### config.mk
export PLATFORM = sky130hd
export DESIGN_NAME = sipo_deserializer
export DESIGN_NICKNAME = d
export VERILOG_FILES = /design/src/rtl/sipo_deserializer.sv
export SDC_FILE = /design/constraint.sdc
export NUM_CORES = 1
export LEC_CHECK = 0
export ABC_AREA = 1
export BUFFER_PORTS_ARGS = -buffer_cell sky130_fd_sc_hd__buf_2
export CORE_ASPECT_RATIO = 1.5
export CORE_UTILIZATION = 40
export CTS_BUF_LIST = sky130_fd_sc_hd__clkbuf_8
export DETAILED_ROUTE_END_ITERATION = 6
export PLACE_DENSITY = 0.7
export SLEW_MARGIN = 15
export SYNTH_ARGS = -nofsm -noshare
export SYNTH_HDL_FRONTEND = slang
export SYNTH_SLANG_ARGS = --single-unit
### constraint.sdc
create_clock -name clk -period 1.6 [get_ports clk]
set_clock_uncertainty 0.15 [all_clocks]
set_input_delay 0.32 -clock clk [delete_from_list [all_inputs] [get_ports clk]]
set_output_delay 0.32 -clock clk [all_outputs]
set_load 0.03 [all_outputs]
### src/rtl/sipo_deserializer.sv
`default_nettype none
// ============================================================================
// Module      : sipo_deserializer
// Description : Serial-in, parallel-out word assembler with a single-entry
//               valid/ready output slot and a sticky overrun flag.
// Revision    : 1.0 - initial release
// ============================================================================
module sipo_deserializer #(
    parameter int WIDTH     = 8,
    parameter bit MSB_FIRST = 1'b1
) (
    input  logic                     clk,
    input  logic                     reset,
    input  logic                     bit_in,
    input  logic                     bit_valid,
    output logic [WIDTH-1:0]         data_out,
    output logic                     out_valid,
    input  logic                     out_ready,
    output logic [$clog2(WIDTH)-1:0] bit_count,
    output logic                     overrun
);

    localparam int                 c_cnt_w = $clog2(WIDTH);
    localparam logic [c_cnt_w-1:0] c_last  = c_cnt_w'(WIDTH - 1);

    localparam logic [0:0] c_slot_empty = 1'b0;
    localparam logic [0:0] c_slot_full  = 1'b1;

    logic [WIDTH-1:0]   r_sr;
    logic [WIDTH-1:0]   w_sr_next;
    logic [c_cnt_w-1:0] r_bit_count;
    logic [WIDTH-1:0]   r_data;
    logic [0:0]         r_slot_state;
    logic               r_overrun;
    logic               w_complete;

    generate
        if (MSB_FIRST) begin : g_msb_first
            assign w_sr_next = {r_sr[WIDTH-2:0], bit_in};
        end else begin : g_lsb_first
            assign w_sr_next = {bit_in, r_sr[WIDTH-1:1]};
        end
    endgenerate

    assign w_complete = bit_valid && (r_bit_count == c_last);

    always_ff @(posedge clk) begin
        if (reset) begin
            r_sr         <= '0;
            r_bit_count  <= '0;
            r_data       <= '0;
            r_slot_state <= c_slot_empty;
            r_overrun    <= 1'b0;
        end else begin
            if (bit_valid) begin
                r_sr        <= w_sr_next;
                r_bit_count <= w_complete ? '0 : r_bit_count + 1'b1;
            end
            // A full slot with ready asserted is consumed and refilled on the same edge.
            if (w_complete) begin
                if (r_slot_state == c_slot_empty || out_ready) begin
                    r_data       <= w_sr_next;
                    r_slot_state <= c_slot_full;
                end else begin
                    r_overrun <= 1'b1;
                end
            end else if (r_slot_state == c_slot_full && out_ready) begin
                r_slot_state <= c_slot_empty;
            end
        end
    end

    assign data_out  = r_data;
    assign out_valid = (r_slot_state == c_slot_full);
    assign bit_count = r_bit_count;
    assign overrun   = r_overrun;

endmodule
`default_nettype wire

==> results of run 1 <==
## power by group through the flow
stage | Combinational (mW) | Sequential [mW] | Clock (mW)
after global routing | 0.0786 | 0.525 | 0.415
after detailed placement | 0.0692 | 0.534 | 0
after CTS | 0.0694 | 0.522 | 0.390
after global placement | 0.0678 | 0.533 | 0
final | 0.0686 | 0.523 | 0.378
after floorplan | 0.0453 | 0.541 | 0
## through the flow
stage               utilization (%)  hold WS [ps]  instance area, um^2
global route                  48.40         146.7                980.9
global placement              45.68         287.3                925.9
floorplan                         -         239.1                863.3
finish                        48.40         147.9                980.9
CTS                           48.40         140.0                980.9
detailed placement            45.68         295.0                925.9
## cell usage in the layout, fill, tap and decap left out, drive strengths merged
master  instances
nand4           1
nand3           8
inv            13
o21a            1
a21oi          20
dfxtp          20
nand2          14
ha              2
clkbuf          4
buf            18
o21ai           7
nor2            9
## state kept, by name, indices dropped and copies added (netlist names)
signal     count
bit_count      3
data_out       8
out_valid      1
overrun        1
r_sr           7
## synth_stat cells
cell type and count:
dfxtp_1 20, a21oi_1 12, nand2_1 12, inv_1 11, nor2_1 9, a21oi_2 8
o21ai_0 7, nand3_1 6, buf_4 2, buf_6 2, ha_1 2, nand3_2 2
buf_12 1, inv_2 1, inv_6 1, nand2_2 1, nand2_4 1, nand4_1 1
o21a_1 1
## area by class of cell
class                           count  area [um^2]
Clock buffer                        4        55.05
Tap cell                           22        27.53
Timing Repair Buffer               18        92.59
Sequential cell                    20        401.6
Fill cell                         206         1046
Inverter                           13        53.80
Multi-Input combinational cell     62        350.3
## per-layer routing
layer / share of wire, % / wire length (um)
met1: 46 / 648
met2: 48 / 677
met3: 4.1 / 59
met4: 2.6 / 37
met5: 0 / 0
## logic make-up (layout without fill, tap and decap cells)
kind of cell             Yosys count  after routing  synth area share [%]
flip-flops                        20             20                 46.44
adder cells (fa/ha/maj)            2              2                 2.902
buffers and inverters             18             35                 12.92
AND/OR/NAND/NOR                   32             32                 17.71
AO/OA/AOI/OAI                     28             28                 20.03
## worst max-delay path, cell delays in order (launching register included)
cell     delay, ps
dfxtp_1        360
ha_1           160
ha_1           220
nand2_4         80
inv_6          140
nand3_1         80
nand2_1         80
nor2_1          40
## worst max-delay path by stage
| stage | cells after the start | endpoint | start | slack [ps] |
|---|---|---|---|---|
| after floorplan | 8 | data_out[5] | bit_count[1] | 10 |
| after global placement | 7 | data_out[7] | bit_count[1] | 210 |
| after detailed placement | 7 | data_out[2] | bit_count[1] | 170 |
| after CTS | 7 | data_out[7] | bit_count[1] | 150 |
| final | 7 | data_out[7] | bit_count[1] | 170 |
| after global routing | 7 | data_out[7] | bit_count[1] | 70 |
==> run metrics, run 1 <==
Synth Cell Area 862.1 um^2; Yosys cell types 19; # hold bufs at CTS 0; Tot Pwr 0.9691 mW; met3 Track Usage GR 3.396%; Final ANT Viol Nets 0; Worst Slack Setup Final 173.6 ps; power density cells 987.9 nW/um^2; Via Count 665; HP Class input pin to flip-flop; die width 39.91 um; largest net degree at the start of global routing 18; Total Nets Final 125; Ant. Diodes 0; Final min period 1426 ps; non-filler cells, final 139; leakage power 0.4531 nW; Synth Warn # 0; RSZ-0062 raised after global routing no; PortBufs 17; flop2flop setup slack 170 ps; cell taking the most area after synthesis dfxtp_1; Max Buffers Root-to-Sink 2; core area 2027 um^2; GRT met2 Usage 21.66%; I/O pin count 18; worst rel slew slack 71.95%; gp weighted congestion 0.7219; Reg2Reg Depth 7; Slew Limit Fails 0; Yosys top cell area share 46.44%; M1 GR Usage 16.86%; gr busiest metal met2; Synth Instances 100; crit path max fanout 16; Mapped Avg Cell Area 8.621 um^2; Worst Max-Slew Pin Slew 419.2 ps; syn_nets 107; Die H 58.86 um; R2R Path Start bit_count[1]; die area 2349 um^2; max_cap viols 0; Comb power frac 7.1%; Via-to-Cell Ratio 4.784; crit path capture type flip-flop; CTS resizes 0; Clock Power Share 39.0%; Seq pwr share 54.0%; peak supply drop 0.0005028 V; placed insts 135; Place WS 170.4 ps; CP arrival 1420 ps; Initial Util 42.53%; number of H-tree levels 1; RR Endpoint data_out[7]; drt total wl 1423 um; clock root cell clkbuf_8; layout cell share with drive strength beyond 1 31.62%; clk_lat worst skew 250 ps; CTS Buf Count 3; Area Overhead vs Synth 13.79%; Pint 0.7561 mW; endpoints failing hold 0; status finished, final reports clean; DRT iter0 DRCs 16; Yosys reg bits 20; GRT overflow 0; origin of the worst min-delay path reset; GRT Total Usage 14.35%; CTS tree built; detailed placement HPWL 1051 um; endpoints failing setup 0; Worst setup SP type flip-flop; Worst-path clk slew 70 ps; post-CTS setup repair buffer count 0; CP required 1600 ps; P_sw 0.2130 mW; Residual DRC 0; kind of critical path flip-flop to flip-flop; row count 20; Num Clock Sinks 20; Min-Delay Path Depth 2; vias in the first global route 554; switch share 21.97%; Worst Hold End out_valid; first-pass GRT wire length 2304 um; Final TNS setup 0 ps; largest cells by area after synthesis dfxtp_1 46%, a21oi_2 8.1%, a21oi_1 7.0%; Seq/Total Area, Yosys 46.44%; initial antenna violation count 0; post-route clock period utilization 89.15%; drt wl/cell 10.24 um; Fmax achieved 0.7011 GHz; drt pass-1 iters 5
No activity file was read; power rests on OpenSTA's default activity.
==> run 2: changes to the inputs <==
--- a/config.mk
+++ b/config.mk
@@ -7,11 +7,11 @@
 export LEC_CHECK = 0
 export ABC_AREA = 1
 export BUFFER_PORTS_ARGS = -buffer_cell sky130_fd_sc_hd__buf_2
-export CORE_ASPECT_RATIO = 1.5
-export CORE_UTILIZATION = 40
+export CORE_UTILIZATION = 47
 export CTS_BUF_LIST = sky130_fd_sc_hd__clkbuf_8
 export DETAILED_ROUTE_END_ITERATION = 6
-export PLACE_DENSITY = 0.7
+export GPL_TIMING_DRIVEN = 0
+export PLACE_DENSITY = 0.79
 export SLEW_MARGIN = 15
 export SYNTH_ARGS = -nofsm -noshare
 export SYNTH_HDL_FRONTEND = slang
==> run metrics, run 2 (synthesis results as in run 1) <==
RSZ-0062 raised after global routing no; Via Count 672; Pint 0.8746 mW; CP required 1600 ps; Die H 44.83 um; FF+latch area 401.6 um^2; Residual DRC 0; CTS Buf Count 3; Final Util 60.58%; CP arrival 1460 ps; die area 2009 um^2; Slew Limit Fails 0; Initial Util 49.93%; power density cells 1045 nW/um^2; post-CTS setup repair buffer count 0; layout cell share with drive strength beyond 1 33.33%; status finished, final reports clean; leakage power 0.4811 nW; # hold bufs at CTS 0; Total Nets Final 128; CTS resizes 0; drt wl/cell 10.11 um; largest net degree at the start of global routing 13; Final min period 1458 ps; clk_lat worst skew 260 ps; Comb power frac 6.7%; peak supply drop 0.0007684 V; Seq pwr share 47.9%; vias in the first global route 624; PortBufs 16; Num Clock Sinks 20; switch share 19.96%; GRT Total Usage 17.20%; endpoints failing setup 0; endpoints failing hold 0; crit path max fanout 10; most common cell after layout, fill and taps aside dfxtp_1; GRT overflow 0; CTS tree built; P_sw 0.2181 mW; most frequent cells in the layout 19 x dfxtp_1, 16 x buf_2, 12 x nand2_1, 12 x a21oi_1, 11 x inv_1; DRT iter0 DRCs 4; Area Overhead vs Synth 21.33%; core area 1727 um^2; worst rel slew slack 87.12%; I/O pin count 18; max_cap viols 0; drt total wl 1466 um; row count 15; Via-to-Cell Ratio 4.634; post-route clock period utilization 91.13%; detailed placement HPWL 1089 um; Worst setup SP type flip-flop; gp weighted congestion 0.7368; initial antenna violation count 0; Fmax achieved 0.6859 GHz; hold_ws 147.3 ps; max FFs per register 8; crit path capture type flip-flop; Worst Max-Slew Pin Slew 192.4 ps; number of H-tree levels 1; die width 44.83 um; clock root cell clkbuf_8; HP Class input pin to flip-flop; first-pass GRT wire length 2497 um; FILL cells 173; Final TNS setup 0 ps; kind of critical path flip-flop to flip-flop; Ant. Diodes 0; multi-input logic area 350.3 um^2; Worst-path clk slew 70 ps; Final ANT Viol Nets 0; Max Buffers Root-to-Sink 2; drt pass-1 iters 3; Clock Power Share 45.4%
-- run 2: cell count changes in the layout (fill, tap and decap cells not counted), sizes merged --
cell	previous run	this run
buf	18	21
clkbuf	4	3
bufinv	0	1
-- run 2: worst paths after layout --
check	start	to	slack, ps	cells after the start
setup / recovery	bit_count[0]	data_out[0]	140	7
hold reg to reg	overrun	overrun	300	2
setup reg to reg	bit_count[0]	data_out[0]	140	7
hold / removal	reset	bit_count[2]	150	2
-- run 2: layout make-up --
class | instances | share of cell area (%)
Multi-Input combinational cell | 62 | 33.49
Clock buffer | 3 | 3.947
Timing Repair Buffer | 16 | 7.656
Buffer | 5 | 5.502
Sequential cell | 20 | 38.40
Clock inverter | 1 | 2.871
Inverter | 13 | 5.144
Tap cell | 25 | 2.990
-- run 2: stage by stage --
stage               cell area [um^2]  total power, mW  instances  setup slack (ps)
finish                          1046            1.093        145             142.0
global route                    1046            1.136        145             51.88
CTS                             1046            1.104        145             129.1
detailed placement             974.7           0.6086        141             139.6
global placement               974.7           0.6037        141             151.4
floorplan                      863.3           0.5863        100             9.738
-- run 2: worst max-delay path, stage by stage (launching register included) --
cell	delay, ps
dfxtp_2	340
ha_1	190
ha_1	230
nand2_4	110
inv_6	50
buf_12	140
a21oi_2	100
nor2_1	50
-- run 2: power groups by stage --
stage               clock network [mW]  logic (mW)  registers (mW)
global route                     0.528      0.0823           0.525
global placement                     0      0.0706           0.533
detailed placement                   0      0.0736           0.535
finish                           0.496      0.0734           0.523
floorplan                            0      0.0453           0.541
CTS                              0.507      0.0739           0.523
-- run 2: routing by layer --
layer | track usage, % | vias to the layer above | wire length [um]
met1 | 20.15 | 289 | 679
met4 | 9.091 | 0 | 19
met2 | 28.53 | 13 | 714
met3 | 4.800 | 4 | 53
met5 | 0 | - | 0
li1 | - | 366 | -
==> run 3: changes to the inputs <==
--- a/config.mk
+++ b/config.mk
@@ -6,7 +6,7 @@
 export NUM_CORES = 1
 export LEC_CHECK = 0
 export ABC_AREA = 1
-export BUFFER_PORTS_ARGS = -buffer_cell sky130_fd_sc_hd__buf_2
+export BUFFER_PORTS_ARGS = -buffer_cell sky130_fd_sc_hd__buf_4
 export CORE_UTILIZATION = 47
 export CTS_BUF_LIST = sky130_fd_sc_hd__clkbuf_8
 export DETAILED_ROUTE_END_ITERATION = 6
==> run metrics, run 3 (synthesis results as in run 1) <==
status finished, final reports clean; core area 1727 um^2; CTS Buf Count 3; largest net degree at the start of global routing 13; RSZ-0062 raised after global routing no; drt wl/cell 10.10 um; Via-to-Cell Ratio 4.841; Area after DPL 1015 um^2; Final ANT Viol Nets 0; Via Count 702; number of H-tree levels 1; Max Buffers Root-to-Sink 2; drt total wl 1465 um; Final Util 62.90%; CP dominant cell by count ha_1; Initial Util 49.93%; CP required 1620 ps; placed insts 141; leakage power 0.4826 nW; CTS tree built; first-pass GRT wire length 2470 um; crit path max fanout 10; post-CTS setup repair buffer count 0; drt pass-1 iters 3; Tot Pwr 1.110 mW; max_cap viols 0; gp weighted congestion 0.7399; CP arrival 1480 ps; Num Clock Sinks 20; initial antenna violation count 0; most frequent cells in the layout 19 x dfxtp_1, 18 x buf_4, 12 x nand2_1, 12 x a21oi_1, 11 x inv_1; Worst setup SP type flip-flop; post-route clock period utilization 91.68%; Worst Slack Setup Final 133.1 ps; PortBufs 16; worst rel slew slack 85.45%; Final Cell Area 1086 um^2; hold_ws 100.0 ps; Largest stage delay, worst path 340 ps; Residual DRC 0; peak supply drop 0.0006586 V; Ant. Diodes 0; GRT overflow 0; detailed placement HPWL 1071 um; Total Nets Final 128; vias in the first global route 572; non-filler cells, final 145; Fmax achieved 0.6817 GHz; Worst-path clk slew 70 ps; HP Class input pin to flip-flop; clk_lat worst skew 260 ps; endpoints failing setup 0; I/O pin count 18; kind of critical path flip-flop to flip-flop; clock root cell clkbuf_8; GRT Total Usage 17.07%; crit path capture type flip-flop; endpoints failing hold 0; layout cell share with drive strength beyond 1 33.33%; Slew Limit Fails 0; Area Overhead vs Synth 25.98%; Final min period 1467 ps; Place WS 134.1 ps; CTS resizes 0; most common cell after layout, fill and taps aside dfxtp_1; max FFs per register 8; row count 15; Die H 44.83 um; Slowest cell on crit path dfxtp_2; # hold bufs at CTS 0; DRT iter0 DRCs 8; Final TNS setup 0 ps; power density cells 1022 nW/um^2; CP Cell Sequence ha_1 > ha_1 > nand2_4 > inv_6 > buf_12 > a21oi_2 > nor2_1; die area 2009 um^2; die width 44.83 um; Worst Max-Slew Pin Slew 217.5 ps
[run 3: cell counts in the layout (fill, tap and decap cells not counted)]
No cell type changed its count.
[run 3: worst paths after layout]
| check | from | end | slack [ps] | depth (start not counted) |
|---|---|---|---|---|
| setup / recovery | bit_count[0] | data_out[2] | 130 | 7 |
| hold reg to reg | overrun | overrun | 300 | 2 |
| hold / removal | reset | overrun | 100 | 2 |
| setup reg to reg | bit_count[0] | data_out[2] | 130 | 7 |
[run 3: cell type report]
cell class                 instances  area (um^2)
fill                             157        640.6
sequential                        20        401.6
multi-input combinational         62        350.3
timing repair buffer              16        120.1
buffer                             5        57.56
inverter                          13        53.80
clock buffer                       3        41.29
tap                               25        31.28
clock inverter                     1        30.03
[run 3: critical path: cells and delay by family (launching register included)]
family / cells / cell delay [ps]
buffers and inverters: 2 / 190
adders and majority gates: 2 / 430
AOI/OAI and AO/OA: 1 / 110
and+or+nand+nor: 2 / 160
DFF: 1 / 340
[run 3: per-layer routing]
layer  GRT usage [%]  routed length, um  up-vias
met5               0                  0        -
met2           28.53                709       16
met4           10.91                 36        0
met3           2.400                 54        5
li1                -                  -      367
met1           20.55                665      314
[run 3: report_power, final]
part           leakage (nW)  switching (mW)  total (mW)  internal (mW)
logic                 0.284          0.0471      0.0788         0.0317
clock network        0.0357           0.174       0.508          0.334
registers             0.163         0.00910       0.523          0.514
